File: src/rtl/sccb_pkg.sv
`default_nettype none
// +----------------------------------------------------------------------+
// | sccb_pkg                                                             |
// | Shared constants, state encoding and helpers for camera bring-up.    |
// | Revision: 1.0                                                        |
// +----------------------------------------------------------------------+
package sccb_pkg;

  localparam logic [15:0] END_MARK        = 16'hFFFF;
  localparam logic [7:0]  DELAY_TAG       = 8'hFE;
  localparam logic [7:0]  OV7670_DEV_ADDR = 8'h42;

  typedef enum logic [3:0] {
    ST_PWDN   = 4'd0,
    ST_RST    = 4'd1,
    ST_SETTLE = 4'd2,
    ST_FETCH  = 4'd3,
    ST_DECODE = 4'd4,
    ST_SEND   = 4'd5,
    ST_WAIT   = 4'd6,
    ST_DELAY  = 4'd7,
    ST_DONE   = 4'd8,
    ST_ERROR  = 4'd9
  } seq_state_e;

  function automatic int max_int(input int a, input int b);
    return (a > b) ? a : b;
  endfunction

  // Timer reload value for an interval of n cycles (zero-length treated as one).
  function automatic int cycles_m1(input int n);
    return (n > 1) ? n - 1 : 0;
  endfunction

endpackage
`default_nettype wire

File: src/rtl/sccb_seq_timer.sv
`default_nettype none
// +----------------------------------------------------------------------+
// | sccb_seq_timer                                                       |
// | Loadable down-counter with a zero flag for the timed sequence steps. |
// | Revision: 1.0                                                        |
// +----------------------------------------------------------------------+
module sccb_seq_timer #(
  parameter int         W       = 8,
  parameter logic [W-1:0] RST_VAL = '0
) (
  input  logic         clk,
  input  logic         reset,
  input  logic         i_load,
  input  logic [W-1:0] i_load_val,
  output logic         o_zero
);

  logic [W-1:0] r_count;

  always_ff @(posedge clk) begin
    if (reset) begin
      r_count <= RST_VAL;
    end else if (i_load) begin
      r_count <= i_load_val;
    end else if (r_count != '0) begin
      r_count <= r_count - 1'b1;
    end
  end

  assign o_zero = (r_count == '0);

endmodule
`default_nettype wire

File: src/rtl/sccb_camera_init_seq.sv
`default_nettype none
// +----------------------------------------------------------------------+
// | sccb_camera_init_seq                                                 |
// | Camera power-up sequencing and SCCB register-table walker.           |
// | Revision: 1.0                                                        |
// +----------------------------------------------------------------------+
module sccb_camera_init_seq
  import sccb_pkg::*;
#(
  parameter logic [7:0] DEV_ADDR      = OV7670_DEV_ADDR,
  parameter int         TBL_DEPTH     = 256,
  parameter int         ADDR_W        = $clog2(TBL_DEPTH),
  parameter int         PWDN_CYCLES   = 1000000,
  parameter int         RST_CYCLES    = 100000,
  parameter int         SETTLE_CYCLES = 1000000,
  parameter int         DELAY_CYCLES  = 100000,
  parameter int         MAX_RETRIES   = 3
) (
  input  logic              clk,
  input  logic              reset,
  input  logic              i_restart,
  output logic [ADDR_W-1:0] o_tbl_addr,
  input  logic [15:0]       i_tbl_data,
  output logic              o_sccb_req,
  output logic [7:0]        o_sccb_id,
  output logic [7:0]        o_sccb_reg,
  output logic [7:0]        o_sccb_val,
  input  logic              i_sccb_ready,
  input  logic              i_sccb_done,
  input  logic              i_sccb_nack,
  output logic              o_cam_pwdn,
  output logic              o_cam_reset_n,
  output logic              o_init_done,
  output logic              o_init_error,
  output logic [ADDR_W-1:0] o_err_index,
  output logic [ADDR_W:0]   o_regs_written
);

  localparam int CNT_MAX = max_int(max_int(PWDN_CYCLES, RST_CYCLES),
                                   max_int(SETTLE_CYCLES, 255 * DELAY_CYCLES));
  localparam int CNT_W   = (CNT_MAX < 2) ? 1 : $clog2(CNT_MAX + 1);
  localparam int RTRY_W  = (MAX_RETRIES < 1) ? 1 : $clog2(MAX_RETRIES + 1);

  localparam logic [CNT_W-1:0]  PWDN_LOAD   = CNT_W'(cycles_m1(PWDN_CYCLES));
  localparam logic [CNT_W-1:0]  RST_LOAD    = CNT_W'(cycles_m1(RST_CYCLES));
  localparam logic [CNT_W-1:0]  SETTLE_LOAD = CNT_W'(cycles_m1(SETTLE_CYCLES));
  localparam logic [RTRY_W-1:0] RTRY_MAX    = RTRY_W'(MAX_RETRIES);
  localparam logic [ADDR_W:0]   IDX_END     = (ADDR_W + 1)'(TBL_DEPTH);

  seq_state_e        r_state;
  seq_state_e        w_next;

  logic [ADDR_W:0]   r_idx;
  logic [RTRY_W-1:0] r_retries;
  logic [7:0]        r_reg;
  logic [7:0]        r_val;
  logic [ADDR_W:0]   r_regs_written;
  logic [ADDR_W-1:0] r_err_index;
  logic              r_cam_pwdn;
  logic              r_cam_reset_n;

  logic              w_clear;
  logic              w_idx_clr;
  logic              w_idx_inc;
  logic              w_latch;
  logic              w_retry_inc;
  logic              w_wr_inc;
  logic              w_err_latch;
  logic              w_tmr_load;
  logic [CNT_W-1:0]  w_tmr_val;
  logic              w_tmr_zero;
  logic [CNT_W-1:0]  w_delay_len;

  // Reset presets the timer for the power-down interval so PWDN runs its full length.
  sccb_seq_timer #(
    .W       (CNT_W),
    .RST_VAL (PWDN_LOAD)
  ) u_timer (
    .clk        (clk),
    .reset      (reset),
    .i_load     (w_tmr_load),
    .i_load_val (w_tmr_val),
    .o_zero     (w_tmr_zero)
  );

  assign w_delay_len = CNT_W'(i_tbl_data[7:0]) * CNT_W'(DELAY_CYCLES);

  always_ff @(posedge clk) begin
    if (reset) begin
      r_state <= ST_PWDN;
    end else begin
      r_state <= w_next;
    end
  end

  always_comb begin
    w_next      = r_state;
    w_clear     = 1'b0;
    w_idx_clr   = 1'b0;
    w_idx_inc   = 1'b0;
    w_latch     = 1'b0;
    w_retry_inc = 1'b0;
    w_wr_inc    = 1'b0;
    w_err_latch = 1'b0;
    w_tmr_load  = 1'b0;
    w_tmr_val   = '0;

    if (i_restart) begin
      w_next     = ST_PWDN;
      w_clear    = 1'b1;
      w_tmr_load = 1'b1;
      w_tmr_val  = PWDN_LOAD;
    end else begin
      case (r_state)
        ST_PWDN: begin
          if (w_tmr_zero) begin
            w_next     = ST_RST;
            w_tmr_load = 1'b1;
            w_tmr_val  = RST_LOAD;
          end
        end
        ST_RST: begin
          if (w_tmr_zero) begin
            w_next     = ST_SETTLE;
            w_tmr_load = 1'b1;
            w_tmr_val  = SETTLE_LOAD;
          end
        end
        ST_SETTLE: begin
          if (w_tmr_zero) begin
            w_next    = ST_FETCH;
            w_idx_clr = 1'b1;
          end
        end
        ST_FETCH: begin
          w_next = ST_DECODE;
        end
        ST_DECODE: begin
          if ((r_idx == IDX_END) || (i_tbl_data == END_MARK)) begin
            w_next = ST_DONE;
          end else if (i_tbl_data[15:8] == DELAY_TAG) begin
            // A zero-length delay marker is simply stepped over.
            if (w_delay_len != '0) begin
              w_next     = ST_DELAY;
              w_tmr_load = 1'b1;
              w_tmr_val  = w_delay_len - 1'b1;
            end else begin
              w_next    = ST_FETCH;
              w_idx_inc = 1'b1;
            end
          end else begin
            w_next  = ST_SEND;
            w_latch = 1'b1;
          end
        end
        ST_SEND: begin
          if (i_sccb_ready) begin
            w_next = ST_WAIT;
          end
        end
        ST_WAIT: begin
          if (i_sccb_done) begin
            if (!i_sccb_nack) begin
              w_next    = ST_FETCH;
              w_wr_inc  = 1'b1;
              w_idx_inc = 1'b1;
            end else if (r_retries < RTRY_MAX) begin
              w_next      = ST_SEND;
              w_retry_inc = 1'b1;
            end else begin
              w_next      = ST_ERROR;
              w_err_latch = 1'b1;
            end
          end
        end
        ST_DELAY: begin
          if (w_tmr_zero) begin
            w_next    = ST_FETCH;
            w_idx_inc = 1'b1;
          end
        end
        ST_DONE, ST_ERROR: begin
          w_next = r_state;
        end
        default: begin
          w_next     = ST_PWDN;
          w_clear    = 1'b1;
          w_tmr_load = 1'b1;
          w_tmr_val  = PWDN_LOAD;
        end
      endcase
    end
  end

  always_ff @(posedge clk) begin
    if (reset || w_clear) begin
      r_idx          <= '0;
      r_retries      <= '0;
      r_reg          <= '0;
      r_val          <= '0;
      r_regs_written <= '0;
      r_err_index    <= '0;
    end else begin
      if (w_idx_clr) begin
        r_idx <= '0;
      end else if (w_idx_inc) begin
        r_idx <= r_idx + 1'b1;
      end
      if (w_latch) begin
        r_reg     <= i_tbl_data[15:8];
        r_val     <= i_tbl_data[7:0];
        r_retries <= '0;
      end else if (w_retry_inc) begin
        r_retries <= r_retries + 1'b1;
      end
      if (w_wr_inc) begin
        r_regs_written <= r_regs_written + 1'b1;
      end
      if (w_err_latch) begin
        r_err_index <= r_idx[ADDR_W-1:0];
      end
    end
  end

  // Camera pins come straight from flops so they never glitch off-chip.
  always_ff @(posedge clk) begin
    if (reset) begin
      r_cam_pwdn    <= 1'b1;
      r_cam_reset_n <= 1'b0;
    end else begin
      r_cam_pwdn    <= (w_next == ST_PWDN);
      r_cam_reset_n <= !((w_next == ST_PWDN) || (w_next == ST_RST));
    end
  end

  assign o_tbl_addr     = r_idx[ADDR_W-1:0];
  assign o_sccb_req     = (r_state == ST_SEND);
  assign o_sccb_id      = DEV_ADDR;
  assign o_sccb_reg     = r_reg;
  assign o_sccb_val     = r_val;
  assign o_cam_pwdn     = r_cam_pwdn;
  assign o_cam_reset_n  = r_cam_reset_n;
  assign o_init_done    = (r_state == ST_DONE);
  assign o_init_error   = (r_state == ST_ERROR);
  assign o_err_index    = r_err_index;
  assign o_regs_written = r_regs_written;

endmodule
`default_nettype wire
File: config.mk
export PLATFORM = sky130hd
export DESIGN_NAME = sccb_camera_init_seq
export DESIGN_NICKNAME = d
export VERILOG_FILES = /design/src/rtl/sccb_pkg.sv /design/src/rtl/sccb_seq_timer.sv /design/src/rtl/sccb_camera_init_seq.sv
export SDC_FILE = /design/constraint.sdc
export NUM_CORES = 1
export LEC_CHECK = 0
export CAP_MARGIN = 5
export CORE_ASPECT_RATIO = 0.8
export CORE_MARGIN = 8
export CORE_UTILIZATION = 57
export CTS_CLUSTER_SIZE = 25
export DETAILED_ROUTE_END_ITERATION = 10
export HOLD_SLACK_MARGIN = 0.03
export PLACE_DENSITY = 0.81
export SETUP_SLACK_MARGIN = 0.15
export SLEW_MARGIN = 20
export SYNTH_ARGS = -nofsm -noshare
export SYNTH_HDL_FRONTEND = slang
export SYNTH_SLANG_ARGS = --single-unit
File: constraint.sdc
create_clock -name clk -period 6.01 [get_ports clk]
set_input_delay 0.601 -clock clk [delete_from_list [all_inputs] [get_ports clk]]
set_output_delay 0.601 -clock clk [all_outputs]
set_load 0.02 [all_outputs]
==> results of run 1 <==
## power breakdown
| group | leakage, nW | total [mW] | internal [mW] | switching, mW |
|---|---|---|---|---|
| Combinational | 1.94 | 0.788 | 0.327 | 0.461 |
| Sequential | 0.605 | 0.502 | 0.499 | 0.00235 |
| Clock | 0.167 | 0.630 | 0.409 | 0.221 |
| Total | 2.71 | 1.92 | 1.24 | 0.684 |
## cells in the mapped netlist, types with 10 or more instances
cell type,n,share of area (%)
dfxtp_1,75,25
nor2_1,66,4.1
ha_1,61,13
nand2_1,60,3.7
a21oi_1,53,4.4
inv_1,36,2.2
o21ai_0,29,2.4
xnor2_1,29,4.2
nand3_1,26,2.1
xor2_1,26,3.7
mux2i_1,24,3.9
nor3_1,23,1.9
or3_1,23,2.4
buf_4,16,2.0
clkbuf_1,16,0.99
nor2b_1,12,1.2
or4_1,12,1.5
fa_1,11,3.6
nor4_1,11,1.1
buf_2,10,0.82
## critical path, delay by kind of cell
family / cells / cell delay, ps
adder cells (fa/ha/maj): 5 / 1840
multiplexers: 2 / 650
AO/OA/AOI/OAI: 4 / 1000
buffers and inverters: 4 / 1040
AND/OR/NAND/NOR: 3 / 530
## worst min path at each step
stage / from / to / slack, ps / cells after the start
after floorplan: r_idx[8]$_SDFFE_PP0P_ / r_idx[8]$_SDFFE_PP0P_ / 450 / 2
after global placement: o_err_index[1]$_SDFFE_PP0P_ / o_err_index[1]$_SDFFE_PP0P_ / 450 / 2
after detailed placement: o_err_index[1]$_SDFFE_PP0P_ / o_err_index[1]$_SDFFE_PP0P_ / 460 / 2
after CTS: o_err_index[1]$_SDFFE_PP0P_ / o_err_index[1]$_SDFFE_PP0P_ / 470 / 2
after global routing: o_err_index[5]$_SDFFE_PP0P_ / o_err_index[5]$_SDFFE_PP0P_ / 500 / 2
final: o_err_index[1]$_SDFFE_PP0P_ / o_err_index[1]$_SDFFE_PP0P_ / 470 / 2
## cell families after synthesis
kind of cell,synth area share (%)
simple gates,24.8
mux,4.32
fa+ha+maj,16.2
xor+xnor,7.92
other cells,0.123
compound gates,15.7
buf+inv,6.25
flops,24.7
## layer usage
metal  global-route usage (%)  vias up  routed length [um]  share of wire (%)
met5                        0        -                   0                  0
met2                     38.9      206                7740                 46
met4                     6.05        0                 218                1.3
met3                     7.00       23                1400                8.4
li1                         -     2738                   -                  -
met1                     28.4     2674                7380                 44
## area by class of cell
cell class                      count  area [um2]
Tap cell                          140         175
Timing Repair Buffer               89         836
Clock inverter                      7         124
Inverter                           36         135
Multi-Input combinational cell    589        4230
Sequential cell                    75        1500
Clock buffer                        9         225
Fill cell                         794        3090
==> reports/metrics.yaml, run 1 <==
firstDrtPassIters: 6
drive_gt1_share_pct: 8.07
synthArstFlopShare_pct: 0
vias_per_cell: 5.97
synthToLayoutAreaGrowth_pct: 18.8
endpoint_kind: "flop"
num_rows: 33
setup_ws_ps: 522
cts_sinks: 75
crit_type: "in -> reg"
ctsResizeCount: 0
fin_crit_sh_pct: 91.3
clockBufferDepth: 2
worst_pin_slew_ps: 1040
finalWirelength_mm: 16.7
netlist_area_mm2: 0.00608
drc_errors: 0
p_per_area_mw_per_mm2: 266
grt_max_degree: 46
setup_viol: 0
utilization_pct: 70.0
slowest_stage: "clkdlybuf4s50_1"
p_leak_nw: 2.71
fin_cells: 945
synth-edff-count: 0
nets: 894
max_slew_margin_pct: 30.6
regToRegEndpoint: "o_cam_pwdn$_SDFF_PP1_"
rsz0062_at_grt: "no"
min_path_type: "reg -> reg"
root_buffer: "clkbuf_16"
yosysWarnings: 0
post_dp_cell_area_mm2: 0.00688
synth_top_flop_cell: "dfxtp_1"
die_h_um: 108
layout_commonest_cell: "dfxtp_1"
htreeDepth: 3
fin_worst_skew_ps: 5.24
largest-register: "u_timer.r_count"
syn_area_per_cell_um2: 8.24
worstPathMaxFanout: 19
path_cells: "clkdlybuf4s50_1, ha_1, inv_1, ha_1, fa_1, fa_1, ha_1, a21oi_1, mux2_2, a221o_1, nor2_1, or3_4, nor4_4, buf_4, a21oi_2, buf_4, mux2i_1, a21oi_1"
drtIter0Drc: 574
r2r_setup_slack_ps: 2270
total_power_mw: 1.92
hold_ws_ps: 466
fin_crit_ps: 5490
r2r_start: "u_timer.r_count[0]$_SDFFE_PP1P_"
tns_ps: 0
crit_top_cell: "ha_1"
finalHoldViolations: 0
n_antenna_cell: 0
arrival_ps: 5690
grt_pass1_wl_mm: 27.3
ys_types: 79
required_ps: 6210
cp-start-kind: "primary input"
antenna_found_initial: 0
cts_buffers: 9
insertion_delay_ps: 340
place_ws_ps: 215
start_util_pct: 58.9
largest_reg_flops: 25
hpwl_mm: 12.9
gp_congestion: 0.974
slowest_delay_ps: 530
slew_viol_final: 0
tritoncts: "done"
crit_path_end: "u_timer.r_count[17]$_SDFFE_PP1P_"
synthCells: 738
status: "finished clean"
dr_total_vias: 5641
fp.dieW_um: 132
synth-seq-cells: 75
peakVddDrop_v: 0.000129
final_cell_mix: "dfxtp_1, clkdlybuf4s50_1, nor2_1"
grt_overflow: 0
clk_pin_slew_ps: 60
io_buffer_count: 67
grtUsageTotal_pct: 23.1
worst_r2r_path_depth: 11
dieArea_mm2: 0.0143
placed_cells: 929
io_pins: 76
grt_pass1_vias: 5567
clock.fmax_ghz: 0.182
finish.instance_area_mm2: 0.00723
drtAntennaViolNets: 0
wire_per_inst_um: 17.7
max_cap_violations: 0
postCtsSetupBuffers: 0
crit_path_start: "i_tbl_data[7]"
hold_buffers: 0
yosysSeqAreaShare_pct: 24.7
core_mm2: 0.0103
Note: power is estimated with default switching activity, not from simulation.
==> inputs of run 2 (changes only) <==
--- a/config.mk
+++ b/config.mk
@@ -18,3 +18,4 @@
 export SYNTH_ARGS = -nofsm -noshare
 export SYNTH_HDL_FRONTEND = slang
 export SYNTH_SLANG_ARGS = --single-unit
+export TNS_END_PERCENT = 30
==> results of run 2 <==
Same layout as run 1: the final DEF is identical, and so are final timing and power.
